[config.mk]
export PLATFORM = sky130hd
export DESIGN_NAME = hilo_muldiv_unit
export DESIGN_NICKNAME = d
export VERILOG_FILES = /design/src/rtl/hilo_muldiv_unit.sv
export SDC_FILE = /design/constraint.sdc
export NUM_CORES = 1
export LEC_CHECK = 0
export ABC_AREA = 1
export CAP_MARGIN = 20
export CORE_MARGIN = 2
export CORE_UTILIZATION = 48
export DETAILED_ROUTE_END_ITERATION = 8
export PLACE_DENSITY = 0.7
export SYNTH_ARGS = -nofsm -noshare
export SYNTH_HDL_FRONTEND = slang
export SYNTH_SLANG_ARGS = --single-unit
[constraint.sdc]
create_clock -name clk -period 11.5 [get_ports clk]
set_clock_uncertainty 0.2 [all_clocks]
set_input_delay 2.3 -clock clk [delete_from_list [all_inputs] [get_ports clk]]
set_output_delay 2.3 -clock clk [all_outputs]
set_load 0.01 [all_outputs]
[src/rtl/hilo_muldiv_unit.sv]
// Iterative HI/LO multiply/divide unit: 32-cycle shift-add multiply and restoring
// divide, plus MTHI/MTLO moves, with one-cycle write strobes to the HI/LO file.
module hilo_muldiv_unit (
    input  logic        clk,
    input  logic        rst_,
    input  logic        start,
    input  logic [2:0]  op,
    input  logic [31:0] src_a,
    input  logic [31:0] src_b,
    input  logic        flush,
    output logic        busy,
    output logic [31:0] write_hilo_hi_data,
    output logic [31:0] write_hilo_lo_data,
    output logic        write_hilo_hi_data_valid,
    output logic        write_hilo_lo_data_valid
);
    typedef enum logic [1:0] {IDLE, CALC, DONE} state_t;

    localparam logic [2:0] OP_MTHI = 3'b100;
    localparam logic [2:0] OP_MTLO = 3'b101;

    state_t      state_q, state_d;
    logic [4:0]  cnt_q, cnt_d;
    logic [2:0]  op_q, op_d;
    logic [31:0] opnd_q, opnd_d;   // multiplicand or divisor magnitude
    logic [63:0] acc_q, acc_d;     // {hi, lo} product or {remainder, quotient}
    logic        negq_q, negq_d;   // negate product / quotient
    logic        negr_q, negr_d;   // negate remainder
    logic [31:0] hi_q, hi_d, lo_q, lo_d;

    logic        sgn, dz;
    logic [31:0] a_mag, b_mag;
    logic [32:0] sum, rem_sh, diff;
    logic [63:0] mul_nxt, div_nxt, acc_nxt, mul_fix;
    logic [31:0] quo_fix, rem_fix;

    always_comb begin
        // Divide-by-zero runs as an unsigned divide: the restoring loop then
        // yields quotient all-ones and remainder equal to the raw dividend.
        dz    = op[1] && (src_b == 32'd0);
        sgn   = !op[0] && !dz;
        a_mag = (sgn && src_a[31]) ? 32'd0 - src_a : src_a;
        b_mag = (sgn && src_b[31]) ? 32'd0 - src_b : src_b;

        sum     = {1'b0, acc_q[63:32]} + (acc_q[0] ? {1'b0, opnd_q} : 33'd0);
        mul_nxt = {sum, acc_q[31:1]};
        rem_sh  = {acc_q[63:32], acc_q[31]};
        diff    = rem_sh - {1'b0, opnd_q};
        div_nxt = diff[32] ? {rem_sh[31:0], acc_q[30:0], 1'b0}
                           : {diff[31:0],   acc_q[30:0], 1'b1};
        acc_nxt = op_q[1] ? div_nxt : mul_nxt;
        mul_fix = negq_q ? 64'd0 - acc_nxt : acc_nxt;
        quo_fix = negq_q ? 32'd0 - acc_nxt[31:0] : acc_nxt[31:0];
        rem_fix = negr_q ? 32'd0 - acc_nxt[63:32] : acc_nxt[63:32];
    end

    always_comb begin
        state_d = state_q;
        cnt_d   = cnt_q;
        op_d    = op_q;
        opnd_d  = opnd_q;
        acc_d   = acc_q;
        negq_d  = negq_q;
        negr_d  = negr_q;
        hi_d    = hi_q;
        lo_d    = lo_q;
        unique case (state_q)
            IDLE: begin
                if (start && !flush && (op <= OP_MTLO)) begin
                    op_d  = op;
                    cnt_d = 5'd0;
                    if (op[2]) begin
                        state_d = DONE;
                        if (op == OP_MTHI) hi_d = src_a;
                        else               lo_d = src_a;
                    end else begin
                        state_d = CALC;
                        negq_d  = sgn && (src_a[31] ^ src_b[31]);
                        negr_d  = sgn && src_a[31];
                        opnd_d  = op[1] ? b_mag : a_mag;
                        acc_d   = {32'd0, op[1] ? a_mag : b_mag};
                    end
                end
            end
            CALC: begin
                if (flush) begin
                    state_d = IDLE;
                end else begin
                    acc_d = acc_nxt;
                    cnt_d = cnt_q + 5'd1;
                    if (cnt_q == 5'd31) begin
                        state_d = DONE;
                        if (op_q[1]) begin
                            hi_d = rem_fix;
                            lo_d = quo_fix;
                        end else begin
                            {hi_d, lo_d} = mul_fix;
                        end
                    end
                end
            end
            default: state_d = IDLE;
        endcase
    end

    always_ff @(posedge clk or negedge rst_) begin
        if (!rst_) begin
            state_q <= IDLE;
            cnt_q   <= 5'd0;
            op_q    <= 3'd0;
            opnd_q  <= 32'd0;
            acc_q   <= 64'd0;
            negq_q  <= 1'b0;
            negr_q  <= 1'b0;
            hi_q    <= 32'd0;
            lo_q    <= 32'd0;
        end else begin
            state_q <= state_d;
            cnt_q   <= cnt_d;
            op_q    <= op_d;
            opnd_q  <= opnd_d;
            acc_q   <= acc_d;
            negq_q  <= negq_d;
            negr_q  <= negr_d;
            hi_q    <= hi_d;
            lo_q    <= lo_d;
        end
    end

    assign busy                     = (state_q != IDLE);
    assign write_hilo_hi_data       = hi_q;
    assign write_hilo_lo_data       = lo_q;
    assign write_hilo_hi_data_valid = (state_q == DONE) && !flush && (op_q != OP_MTLO);
    assign write_hilo_lo_data_valid = (state_q == DONE) && !flush && (op_q != OP_MTHI);
endmodule

==> results_dict.tcl <==
set metrics [dict create \
    status "completed" \
    synthCells 2948 \
    pwr-share-comb 0.716 \
    async_flop_share 1.00 \
    ff2ff_path_depth 35 \
    drc_errors 0 \
    maxSlewViolCount 0 \
    cts_root_buf "clkbuf_16" \
    routed_wl_mm 78.8 \
    clk_pin_slew_ns 0.07 \
    final_antenna_net_count 0 \
    cts_resized 0 \
    ys.warnings.count 0 \
    post_cts_buffers 0 \
    synth.area.top_cells "dfrtp_1, nand2_1, inv_1" \
    syn2layout_area_growth_pct 12.1 \
    internal_power_mw 2.49 \
    num_vias 20500 \
    fin_util 0.542 \
    clkPwrFrac 0.098 \
    cts_made_buffers 17 \
    first_iter_violations 2374 \
    synth_top_area_cell "dfrtp_1" \
    final.setup.tns_ns 0 \
    port_buffers 137 \
    synth_edf_count 0 \
    ys_seq_area_frac 0.239 \
    placed_area_mm2 0.0197 \
    nNetsFinal 3162 \
    hold_path_depth 1 \
    synth_area_per_cell_um2 6.12 \
    p_seq_frac 0.185 \
    finalHoldViolations 0 \
    die_area_mm2 0.0392 \
    grt-ovfl-total 0 \
    globalplace.congestion 1.07 \
    worst_ep_required_time_ns 9.00 \
    io_pins 138 \
    initial_utilization 0.484 \
    yosys.area.top_type_share 0.239 \
    die_w_um 198 \
    p_sw_mw 3.48 \
    cts_sinks 172 \
    syn_area_mm2 0.0180 \
    swShare 0.583 \
    fp.coreArea_mm2 0.0373 \
    cts_buffer_depth 2 \
    worstMarginPinSlew_ns 0.985 \
    p_total_mw 5.97 \
    final_area_mm2 0.0202 \
    ys_ff_latch 172 \
    fin_ws_ns 5.33 \
    grt_pass1_wl_mm 118 \
    hpwl_mm 63.7 \
    num_rows 71 \
    fmax_ghz 0.162 \
    critPathArrivalTime_ns 3.67 \
    cts_tree "built" \
    pre_cts_ws_ns 5.32 \
    cts_hold_buf 0 \
    grt_usage 0.407 \
    firstDrtPassIters 6 \
    rsz0062_at_grt "no" \
    grt_pass1_vias 19300 \
    ys.flop_type "dfrtp_1" \
    cts_max_level 4 \
    critPathMaxFanout 2 \
    clk_latency_ns 0.47 \
    die_h_um 198 \
    power_density_mw_per_mm2 295 \
    slew_headroom 0.344 \
    antenna_found_initial 1 \
    drt-wirelength-per-cell_um 22.5 \
    syn-num-nets 3091 \
    hp-class "flip-flop to flip-flop" \
    n_antenna_cell 0 \
    crit_type "primary input to primary output" \
    viasPerCell 5.84 \
    end_kind "primary output" \
    finalSetupViolCount 0 \
    fin_crit_sh 0.537 \
    max_cap_violations 0 \
    drive_gt1_frac 0.0739 \
    cp-start-kind "primary input" \
    p_leak_nw 10.0 \
    max-vdd-ir-drop_mv 0.139 \
    yosysUniqueCellTypes 64 \
    grt_max_degree 81 \
    final_period_minus_worst_setup_slack_ns 6.17 \
]
==> synth_stat cells, drive strengths merged (21+ instances only) <==
master	n
nand2	816
inv	416
nor2	377
nand3	247
o21ai	224
a21oi	175
dfrtp	172
ha	70
clkbuf	62
xor2	60
o22ai	56
buf	42
nor3	35
nand4	32
o211ai	31
xnor2	23
or2	21
==> worst max-delay path, cell delays in order <==
cell	delay, ns
clkdlybuf4s50_1	0.44
inv_1	0.09
nand3_1	0.12
a31oi_1	0.16
clkdlybuf4s50_1	0.55
==> path summary, 6_finish.rpt <==
| path | slack (ns) | startpoint | end |
|---|---|---|---|
| max in group asynchronous | 8.15 | rst_ | op_q[1] |
| max | 5.33 | flush | write_hilo_hi_data_valid |
| max reg2reg | 5.61 | acc_q[31] | write_hilo_hi_data[16] |
| min | 0.28 | cnt_q[3] | cnt_q[3] |
| min reg2reg | 0.28 | cnt_q[3] | cnt_q[3] |
| min in group asynchronous | 1.53 | rst_ | write_hilo_hi_data[30] |
==> layout make-up <==
class	instances	area, µm²
Fill cell	3845	17100
Multi-Input combinational cell	2251	11700
Sequential cell	172	4310
Inverter	419	1570
Timing Repair Buffer	158	1530
Tap cell	474	593
Clock buffer	18	429
Clock inverter	14	136
==> registers in the layout, indices dropped and copies added, names as in the netlist <==
register,count
opnd_q,32
op_q,3
negr_q,1
cnt_q,5
state_q,2
write_hilo_hi_data,32
write_hilo_lo_data,32
acc_q,64
negq_q,1
==> routing by layer <==
| metal | GRT usage | vias to the layer above | wire length (µm) |
|---|---|---|---|
| met1 | 0.518 | 9525 | 31800 |
| met2 | 0.625 | 1021 | 34000 |
| met4 | 0.271 | 2 | 5900 |
| li1 | - | 9667 | - |
| met3 | 0.0809 | 254 | 7050 |
| met5 | 0 | - | 8 |
==> placed cells by master (no fill, tap or decap), types with 25 or more instances in the layout <==
cell type,instances
nand4_1,32
clkdlybuf4s50_1,135
ha_1,70
xor2_1,60
a21oi_1,167
nand3_1,230
nor3_1,30
inv_1,397
o211ai_1,31
nor2_1,345
o22ai_1,56
nand2_1,755
dfrtp_1,171
o21ai_0,197
o21ai_1,25
nand2_2,39
==> logic make-up (layout without fill, tap and decap cells) <==
| family | Yosys count | after routing | share of synthesized area |
|---|---|---|---|
| adder cells (fa/ha/maj) | 72 | 72 | 0.0508 |
| buffers and inverters | 525 | 609 | 0.116 |
| AO/OA/AOI/OAI | 535 | 535 | 0.166 |
| XOR/XNOR | 83 | 83 | 0.0403 |
| flip-flops | 172 | 172 | 0.239 |
| AND/OR/NAND/NOR | 1561 | 1561 | 0.388 |
==> power groups by stage <==
stage	registers (mW)	logic [mW]	clock network, mW
2_1_floorplan	1.05	2.80	0
5_1_grt	1.13	4.67	0.610
3_3_place_gp	1.10	4.14	0
6_report	1.11	4.28	0.587
4_1_cts	1.10	4.19	0.587
3_5_place_dp	1.11	4.16	0
==> stage by stage <==
| step | hold slack [ns] | std cells |
|---|---|---|
| 2_1_floorplan | 0.233 | 2948 |
| 3_3_place_gp | 0.257 | 3474 |
| 4_1_cts | 0.274 | 3506 |
| 3_5_place_dp | 0.258 | 3474 |
| 5_1_grt | 0.301 | 3506 |
| 6_report | 0.276 | 3506 |
Power figures use the tool's default switching activity.
